$ cat config.mk
export PLATFORM = sky130hd
export DESIGN_NAME = alu_decode_stage
export DESIGN_NICKNAME = d
export VERILOG_FILES = /design/src/rtl/alu_pkg.sv /design/src/rtl/alu_ctrl_decode.sv /design/src/rtl/alu_decode_stage.sv
export SDC_FILE = /design/constraint.sdc
export NUM_CORES = 1
export LEC_CHECK = 0
export ABC_AREA = 1
export CORE_UTILIZATION = 31
export DETAILED_ROUTE_END_ITERATION = 6
export GPL_TIMING_DRIVEN = 0
export SETUP_SLACK_MARGIN = 0.15
export SLEW_MARGIN = 10
export SYNTH_ARGS = -nofsm -noshare
export SYNTH_HDL_FRONTEND = slang
export SYNTH_SLANG_ARGS = --single-unit
$ cat constraint.sdc
create_clock -name clk -period 3.3 [get_ports clk]
set_clock_uncertainty 0.2 [all_clocks]
set_input_delay 0.66 -clock clk [delete_from_list [all_inputs] [get_ports clk]]
set_output_delay 0.66 -clock clk [all_outputs]
set_load 0.01 [all_outputs]
$ cat src/rtl/alu_pkg.sv
// Shared definitions for the ID/EX decode stage: ALUControl codes, RV32I opcodes,
// operand/result select enums and the registered control bundle.
package alu_pkg;

  localparam int XLEN = 32;

  localparam logic [3:0] ALU_ADD  = 4'b0000;
  localparam logic [3:0] ALU_SUB  = 4'b1000;
  localparam logic [3:0] ALU_SLL  = 4'b0001;
  localparam logic [3:0] ALU_SLT  = 4'b0010;
  localparam logic [3:0] ALU_SLTU = 4'b0011;
  localparam logic [3:0] ALU_XOR  = 4'b0100;
  localparam logic [3:0] ALU_SRL  = 4'b0101;
  localparam logic [3:0] ALU_SRA  = 4'b1101;
  localparam logic [3:0] ALU_OR   = 4'b0110;
  localparam logic [3:0] ALU_AND  = 4'b0111;

  localparam logic [6:0] OPC_OP     = 7'b0110011;
  localparam logic [6:0] OPC_OP_IMM = 7'b0010011;
  localparam logic [6:0] OPC_LOAD   = 7'b0000011;
  localparam logic [6:0] OPC_STORE  = 7'b0100011;
  localparam logic [6:0] OPC_BRANCH = 7'b1100011;
  localparam logic [6:0] OPC_JAL    = 7'b1101111;
  localparam logic [6:0] OPC_JALR   = 7'b1100111;
  localparam logic [6:0] OPC_LUI    = 7'b0110111;
  localparam logic [6:0] OPC_AUIPC  = 7'b0010111;

  localparam logic [6:0] F7_BASE = 7'b0000000;
  localparam logic [6:0] F7_ALT  = 7'b0100000;

  typedef enum logic [1:0] {
    SRC_A_RS1  = 2'd0,
    SRC_A_PC   = 2'd1,
    SRC_A_ZERO = 2'd2
  } src_a_e;

  typedef enum logic {
    SRC_B_RS2 = 1'b0,
    SRC_B_IMM = 1'b1
  } src_b_e;

  typedef enum logic [1:0] {
    RES_ALU = 2'd0,
    RES_MEM = 2'd1,
    RES_PC4 = 2'd2
  } result_src_e;

  typedef struct packed {
    logic [3:0]      alu_control;
    src_a_e          src_a;
    src_b_e          src_b;
    logic [XLEN-1:0] imm;
    logic [XLEN-1:0] pc;
    logic [4:0]      rs1;
    logic [4:0]      rs2;
    logic [4:0]      rd;
    logic            reg_write;
    result_src_e     result_src;
    logic            mem_read;
    logic            mem_write;
    logic            branch;
    logic            branch_inv;
    logic            jump;
    logic            illegal;
  } ctrl_t;

  function automatic logic [XLEN-1:0] imm_i(input logic [31:0] instr);
    return {{20{instr[31]}}, instr[31:20]};
  endfunction

  function automatic logic [XLEN-1:0] imm_s(input logic [31:0] instr);
    return {{20{instr[31]}}, instr[31:25], instr[11:7]};
  endfunction

  function automatic logic [XLEN-1:0] imm_b(input logic [31:0] instr);
    return {{19{instr[31]}}, instr[31], instr[7], instr[30:25], instr[11:8], 1'b0};
  endfunction

  function automatic logic [XLEN-1:0] imm_j(input logic [31:0] instr);
    return {{11{instr[31]}}, instr[31], instr[19:12], instr[20], instr[30:21], 1'b0};
  endfunction

  function automatic logic [XLEN-1:0] imm_u(input logic [31:0] instr);
    return {instr[31:12], 12'b0};
  endfunction

  // Shift immediates carry only the shamt so the ALU sees a clean amount.
  function automatic logic [XLEN-1:0] imm_shamt(input logic [31:0] instr);
    return {27'b0, instr[24:20]};
  endfunction

endpackage

$ cat src/rtl/alu_ctrl_decode.sv
// Pure combinational RV32I decode of one instruction word into the ALU control bundle.
// The pc field is left zero; the pipeline stage fills it in.
module alu_ctrl_decode
  import alu_pkg::*;
(
  input  logic [31:0] instr,
  output ctrl_t       ctrl
);

  logic [6:0] opcode;
  logic [2:0] funct3;
  logic [6:0] funct7;
  logic       illegal;

  assign opcode = instr[6:0];
  assign funct3 = instr[14:12];
  assign funct7 = instr[31:25];

  always_comb begin
    ctrl         = '0;
    illegal      = 1'b0;
    ctrl.rs1     = instr[19:15];
    ctrl.rs2     = instr[24:20];
    ctrl.rd      = instr[11:7];

    case (opcode)
      OPC_OP: begin
        ctrl.src_b     = SRC_B_RS2;
        ctrl.reg_write = 1'b1;
        if (funct7 == F7_BASE) begin
          ctrl.alu_control = {1'b0, funct3};
        end else if (funct7 == F7_ALT && (funct3 == 3'b000 || funct3 == 3'b101)) begin
          ctrl.alu_control = {1'b1, funct3};
        end else begin
          illegal = 1'b1;
        end
      end

      OPC_OP_IMM: begin
        ctrl.src_b     = SRC_B_IMM;
        ctrl.reg_write = 1'b1;
        ctrl.imm       = imm_i(instr);
        case (funct3)
          3'b001: begin
            ctrl.alu_control = ALU_SLL;
            ctrl.imm         = imm_shamt(instr);
            if (funct7 != F7_BASE) illegal = 1'b1;
          end
          3'b101: begin
            ctrl.alu_control = (funct7 == F7_ALT) ? ALU_SRA : ALU_SRL;
            ctrl.imm         = imm_shamt(instr);
            if (funct7 != F7_BASE && funct7 != F7_ALT) illegal = 1'b1;
          end
          default: ctrl.alu_control = {1'b0, funct3};
        endcase
      end

      OPC_LOAD: begin
        ctrl.alu_control = ALU_ADD;
        ctrl.src_b       = SRC_B_IMM;
        ctrl.imm         = imm_i(instr);
        ctrl.mem_read    = 1'b1;
        ctrl.result_src  = RES_MEM;
        ctrl.reg_write   = 1'b1;
      end

      OPC_STORE: begin
        ctrl.alu_control = ALU_ADD;
        ctrl.src_b       = SRC_B_IMM;
        ctrl.imm         = imm_s(instr);
        ctrl.mem_write   = 1'b1;
      end

      OPC_BRANCH: begin
        ctrl.src_b      = SRC_B_RS2;
        ctrl.imm        = imm_b(instr);
        ctrl.branch     = 1'b1;
        // funct3[0] always selects the negated sense (BNE/BGE/BGEU).
        ctrl.branch_inv = funct3[0];
        case (funct3[2:1])
          2'b00:   ctrl.alu_control = ALU_SUB;
          2'b10:   ctrl.alu_control = ALU_SLT;
          2'b11:   ctrl.alu_control = ALU_SLTU;
          default: illegal = 1'b1;
        endcase
      end

      OPC_JAL: begin
        ctrl.alu_control = ALU_ADD;
        ctrl.src_a       = SRC_A_PC;
        ctrl.src_b       = SRC_B_IMM;
        ctrl.imm         = imm_j(instr);
        ctrl.jump        = 1'b1;
        ctrl.result_src  = RES_PC4;
        ctrl.reg_write   = 1'b1;
      end

      OPC_JALR: begin
        ctrl.alu_control = ALU_ADD;
        ctrl.src_a       = SRC_A_RS1;
        ctrl.src_b       = SRC_B_IMM;
        ctrl.imm         = imm_i(instr);
        ctrl.jump        = 1'b1;
        ctrl.result_src  = RES_PC4;
        ctrl.reg_write   = 1'b1;
        if (funct3 != 3'b000) illegal = 1'b1;
      end

      OPC_LUI: begin
        ctrl.alu_control = ALU_ADD;
        ctrl.src_a       = SRC_A_ZERO;
        ctrl.src_b       = SRC_B_IMM;
        ctrl.imm         = imm_u(instr);
        ctrl.reg_write   = 1'b1;
      end

      OPC_AUIPC: begin
        ctrl.alu_control = ALU_ADD;
        ctrl.src_a       = SRC_A_PC;
        ctrl.src_b       = SRC_B_IMM;
        ctrl.imm         = imm_u(instr);
        ctrl.reg_write   = 1'b1;
      end

      default: illegal = 1'b1;
    endcase

    // Illegal encodings travel down the pipe as inert bubbles flagged for a trap.
    if (illegal) begin
      ctrl.alu_control = ALU_ADD;
      ctrl.src_a       = SRC_A_RS1;
      ctrl.src_b       = SRC_B_RS2;
      ctrl.imm         = '0;
      ctrl.reg_write   = 1'b0;
      ctrl.result_src  = RES_ALU;
      ctrl.mem_read    = 1'b0;
      ctrl.mem_write   = 1'b0;
      ctrl.branch      = 1'b0;
      ctrl.branch_inv  = 1'b0;
      ctrl.jump        = 1'b0;
    end
    ctrl.illegal = illegal;

    if (ctrl.rd == 5'd0) ctrl.reg_write = 1'b0;
  end

endmodule

$ cat src/rtl/alu_decode_stage.sv
// ID/EX pipeline register around alu_ctrl_decode with valid/ready handshake and flush.
module alu_decode_stage
  import alu_pkg::*;
#(
  parameter int D_WIDTH = 32
) (
  input  logic               clk,
  input  logic               rst_n,
  input  logic               valid_i,
  output logic               ready_o,
  input  logic [31:0]        instr_i,
  input  logic [D_WIDTH-1:0] pc_i,
  input  logic               flush_i,
  output logic               valid_o,
  input  logic               ready_i,
  output logic [3:0]         alu_control_o,
  output logic [1:0]         src_a_sel_o,
  output logic               src_b_sel_o,
  output logic [D_WIDTH-1:0] imm_o,
  output logic [D_WIDTH-1:0] pc_o,
  output logic [4:0]         rs1_o,
  output logic [4:0]         rs2_o,
  output logic [4:0]         rd_o,
  output logic               reg_write_o,
  output logic [1:0]         result_src_o,
  output logic               mem_read_o,
  output logic               mem_write_o,
  output logic               branch_o,
  output logic               branch_inv_o,
  output logic               jump_o,
  output logic               illegal_o
);

  ctrl_t dec_ctrl;
  ctrl_t next_ctrl;
  ctrl_t stage_q;
  logic  valid_q;
  logic  load;

  alu_ctrl_decode u_decode (
    .instr (instr_i),
    .ctrl  (dec_ctrl)
  );

  always_comb begin
    next_ctrl    = dec_ctrl;
    next_ctrl.pc = pc_i;
  end

  assign ready_o = !valid_q || ready_i;
  assign load    = valid_i && ready_o;

  // Flush wins over a simultaneous load; the payload is only written on a surviving load.
  always_ff @(posedge clk or negedge rst_n) begin
    if (!rst_n) begin
      valid_q <= 1'b0;
      stage_q <= '0;
    end else begin
      if (flush_i) begin
        valid_q <= 1'b0;
      end else if (load) begin
        valid_q <= 1'b1;
      end else if (ready_i) begin
        valid_q <= 1'b0;
      end
      if (load && !flush_i) begin
        stage_q <= next_ctrl;
      end
    end
  end

  assign valid_o       = valid_q;
  assign alu_control_o = stage_q.alu_control;
  assign src_a_sel_o   = stage_q.src_a;
  assign src_b_sel_o   = stage_q.src_b;
  assign imm_o         = stage_q.imm;
  assign pc_o          = stage_q.pc;
  assign rs1_o         = stage_q.rs1;
  assign rs2_o         = stage_q.rs2;
  assign rd_o          = stage_q.rd;
  assign reg_write_o   = stage_q.reg_write;
  assign result_src_o  = stage_q.result_src;
  assign mem_read_o    = stage_q.mem_read;
  assign mem_write_o   = stage_q.mem_write;
  assign branch_o      = stage_q.branch;
  assign branch_inv_o  = stage_q.branch_inv;
  assign jump_o        = stage_q.jump;
  assign illegal_o     = stage_q.illegal;

endmodule

Yosys cells after proc, flatten, opt, wreduce, memory -nomap -nowiden
Index checks and enable logic that the tools add are counted.
- bits in registers: 96
- bits in latches: 0
- bits in writable memories: 0
- ROM bits: 0
- bits of input ports: 69
- output and inout bits: 97
- logic and storage cells: 86
- memories: 0
- add/subtract/negate cells: 0
- $mul: 0
- divide/modulo/power cells: 0
- order comparisons: 0
- eq/ne operators: 15
- shift operators: 0
- muxes and demuxes: 30
- bitwise logic cells: 0
- reduce and logical (&&, ||, !) cells: 24
- operators by type and width (cell ; count):
    32-bit one-hot mux with 6 select lines ; 1
    39-bit two-way mux ; 1
    32-bit two-way mux ; 1
    7-bit by 6-bit equality test with 1-bit output (second input constant) ; 4
    4-bit one-hot mux with 3 select lines ; 2
    7-bit equality test (second input constant) ; 3
    1-bit two-way mux ; 15
    7-bit by 5-bit equality test with 1-bit output (second input constant) ; 2
    7-bit OR reduction ; 2
    4-bit two-way mux ; 3
    2-bit OR reduction ; 5
    8-bit two-way mux ; 1
    2-bit one-hot mux with 2 select lines ; 2
    4-bit one-hot mux with 2 select lines ; 1
    7-bit by 2-bit equality test with 1-bit output (second input constant) ; 1
    7-bit zero test ; 1
    7-bit by 6-bit inequality test with 1-bit output (second input constant) ; 1
    7-bit nonzero test ; 1
    3-bit nonzero test ; 2
    5-bit zero test ; 1
    1-bit one-hot mux with 5 select lines ; 1
    5-bit OR reduction ; 1
    2-bit equality test (second input constant) ; 2
    1-bit logical AND ; 4
    9 further kinds ; 11

Depth between registers and ports, before layout
- word-level depth: 8
- gate-level depth with buffers: 13
- gate-level depth less buffers: 12

Modules after synthesis
A second synthesis with hierarchy kept.
- cell total of the unflattened synthesis: 721
- area total of the unflattened synthesis: 5375.2 um^2
- by module, submodules not included (module ; times used ; cells an instance ; area an instance (um^2) ; seq. area each (um^2)):
    alu_decode_stage ; 1 ; 417 ; 3779.9 ; 2402.3
    alu_ctrl_decode ; 1 ; 304 ; 1595.3 ; 0.0

Worst setup path after synthesis
Ideal clock, no wire load.
- kind: input to register
- from: in instr_i[5]
- to: reg stage_q (netlist bit imm_o[25])
- library setup time: 116 ps
- data arrival time: 1740 ps
- required time: 2984 ps
- path slack: 1243 ps
- stages: 10
- path buffers: 2
- cell sequence: buf_2 > nand3_1 > nor2_2 > nor2_1 > nand3_1 > nor2_1 > nor2_4 > buf_6 > nand2_1 > nand2_1
- cells in the longest elaborated chain, start to end: 4
- elaborated cells between the ends (all ways): 15
- classes of those cells: eq/ne: 9; mux: 3; reduce/logical: 3
- ends and longest elaborated chain (what ; line ; RTL):
    from (decl) ; alu_decode_stage.sv:11 ; input logic [31:0] instr_i,
    7-bit by 2-bit equality test with 1-bit output, or another cell as far along ; alu_ctrl_decode.sv:26 ; case (opcode)
    5-bit OR reduction (no line) or 2-bit OR reduction (tied branches) ; n/a ;
    1-bit one-hot mux with 5 select lines or 32-bit one-hot mux with 6 select lines (tied branches) ; alu_ctrl_decode.sv:26 ;
    39-bit two-way mux (*) ; alu_ctrl_decode.sv:129 ; if (illegal) begin
    to (signal assigned) ; alu_decode_stage.sv:67 ; stage_q <= next_ctrl;
    to (decl) ; alu_decode_stage.sv:36 ; ctrl_t stage_q;
Mark *: on every way between the ends. The rest lies on a longest branch, timed or not.
A chain may end at the register's enable or synchronous reset.

Worst setup path in the final report
- from: in ready_i
- to: out ready_o
- cells in the longest elaborated chain, start to end: 1
- ends and longest elaborated chain (what ; line ; RTL):
    from (decl) ; alu_decode_stage.sv:15 ; input logic ready_i,
    1-bit logical OR ; alu_decode_stage.sv:50 ; assign ready_o = !valid_q || ready_i;
    to (decl) ; alu_decode_stage.sv:10 ; output logic ready_o,
No other way between the ends.

==> impl_metrics.ini <==
[sta]
hold_viol_final = 0
period_minus_slack_ns = 2.63
setup-tns-final_ns = 0
worst_pin_slew_ns = 0.572
fmax_mhz = 380
relSlewSlack = 0.619
postLayoutSetupSlackWorst_ns = 0.666
setup_viol = 0
grt_setup_unrepaired = false
finalMaxSlewViolations = 0
min_period_over_period = 0.798

[die]
dieArea_um2 = 15400
die_y_um = 124
core-area_um2 = 14500
rows = 44
io-pin-count = 166
start_util = 0.318
die_w_um = 124

[worst_setup_path]
required_ns = 2.44
cpMaxStageDelayCell = clkdlybuf4s50_1
path_max_fanout = 2
slowest_delay_ns = 0.54
r2r-end = pc_o[20]
crit_type = in -> out
critPathTopFamily = buffers and inverters
path_common_cell = clkdlybuf4s50_1
path_buf_inv = 3
crit_path_start_kind = primary input
path_cells = clkdlybuf4s50_1 -> nor2_1 -> inv_1 -> clkdlybuf4s50_1
worstReg2RegStart = valid_o
cp.arrival_ns = 1.77
reg2reg_depth = 9
r2r_slack_ns = 1.16
end_kind = primary output

[clock_network]
tritoncts = built
cts-root-buf = clkbuf_16
clk_latency_ns = 0.34
clkTransAtPathRegs_ns = 0.07
cts_buffers = 9
clockBufferDepth = 2
clkSinkCount = 94
htree_levels = 3
cts_setup_buffers = 0
cts.hold.buffers_added = 0
ctsResizeCount = 0

[global_routing]
first_global_vias = 4260
grt_pass1_wl_mm = 21.9
overflow = 0
antenna_found_initial = 0
grt_max_degree = 56
grtUsageTotal = 0.190

[detailed_routing]
routedWlPerCell_um = 14.1
wl_mm = 14.3
dr.pass1.iters = 4
vias_per_cell = 4.51
drc = 0
drt_iter0_markers = 193
postRouteAntennaNets = 0
dr_total_vias = 4571

[yosys]
synthDistinctLibCells = 21
netlist_area_um2 = 4630
syn_inst = 649
yosysSeqAreaShare = 0.508
synth_nets = 718
yosysWarningCount = 0
ys_seq_elements = 94
synth_area_per_cell_um2 = 7.13

[finish]
drive_gt1_frac = 0.0614
layout_common_cells = 328 x nand2_1, 163 x clkdlybuf4s50_1, 94 x dfrtp_1
nets = 894
syn2layout_area_growth_pct = 47.2
antennaDiodeCount = 0
layout_commonest_cell = nand2_1

[worst_hold_path]
hold_path.class = in -> async

[pwr]
pwr-share-clk = 0.356
power_frac_seq = 0.456
total_power_mw = 2.82
power_density_nw_per_um2 = 415
swShare = 0.266
pwr-share-comb = 0.189
p_switching_mw = 0.752
ir_drop_uv = 237
leakage_nw = 3.45
p_int_mw = 2.07

[status]
outcome = completed

[flow_run]
cap_violations = 0

[placement]
port-buffer-count = 164
hpwl_mm = 10.8
gp_congestion = 0.862
place_ws_ns = 0.358
## layout make-up
type | instances | area [um2]
clock inverters | 5 | 33.8
clock buffers | 11 | 253
inverters | 49 | 184
flip-flops and latches | 94 | 2350
repair buffers | 165 | 1670
multi-input cells | 478 | 1940
well taps | 184 | 230
plain buffers | 28 | 151
fillers | 1542 | 7720
## registers in the layout (all words and copies together), names as in the netlist, 2 cells and up
register	cells
pc_o	32
alu_control_o	4
result_src_o	2
rs2_o	5
src_a_sel_o	2
imm_o	32
rs1_o	5
rd_o	5
## stage by stage
step	hold WS (ns)	area, um2	util	cells
2_1_floorplan	0.164	4630	-	649
3_3_place_gp	0.253	6500	0.447	997
3_5_place_dp	0.260	6520	0.449	998
4_1_cts	0.113	6810	0.469	1014
5_1_grt	0.129	6810	0.469	1014
6_report	0.0922	6810	0.469	1014
## per-layer routing
metal / track usage / part of all wire / vias to the layer above
met5: 0 / 0 / -
met4: 0.0699 / 0.019 / 0
met3: 0.0490 / 0.068 / 22
met2: 0.289 / 0.43 / 143
met1: 0.258 / 0.48 / 2076
li1: - / - / 2330
## cell usage after synthesis, drive strengths merged
cell	number	area, um2
nor2	71	289
nand4	5	31.3
inv	49	184
nand3b	1	7.51
dfrtp	94	2350
nand2	329	1240
a21oi	13	68.8
clkbuf	12	45.0
nor3	3	20.0
nand3	35	175
o21ai	19	95.1
o211ai	2	15.0
buf	16	106
## worst max path at each step
stage	start	end	slack, ns	cells past startpoint
5_1_grt	instr_i[0]	imm_o[0]	0.54	10
3_5_place_dp	valid_i	rd_o[0]	0.36	9
2_1_floorplan	instr_i[5]	imm_o[25]	1.24	10
4_1_cts	ready_i	ready_o	0.66	4
3_3_place_gp	rst_n	imm_o[22]	-2.28	1
6_report	ready_i	ready_o	0.67	4
## power by group through the flow
| stage | clock [mW] | combinational (mW) | sequential, mW |
|---|---|---|---|
| 2_1_floorplan | 0 | 0.145 | 1.35 |
| 3_3_place_gp | 0 | 0.532 | 1.31 |
| 3_5_place_dp | 0 | 0.539 | 1.31 |
| 4_1_cts | 1.03 | 0.541 | 1.29 |
| 5_1_grt | 1.08 | 0.589 | 1.30 |
| 6_report | 1.00 | 0.533 | 1.29 |
## worst register-to-register path, stage by stage (launching register included)
cell and delay [ns]:
dfrtp_1 0.38, inv_1 0.05, nor2_1 0.05, nor3_1 0.32
buf_2 0.32, inv_2 0.15, buf_2 0.22, buf_2 0.22
nand2_1 0.07, nand2_1 0.06
## logic make-up after synthesis
logic type	after synthesis	share of synthesized area
AOI/OAI and AO/OA	34	0.0387
buffers and inverters	77	0.0725
DFF	94	0.508
and+or+nand+nor	444	0.380
Power figures use the tool's default switching activity.
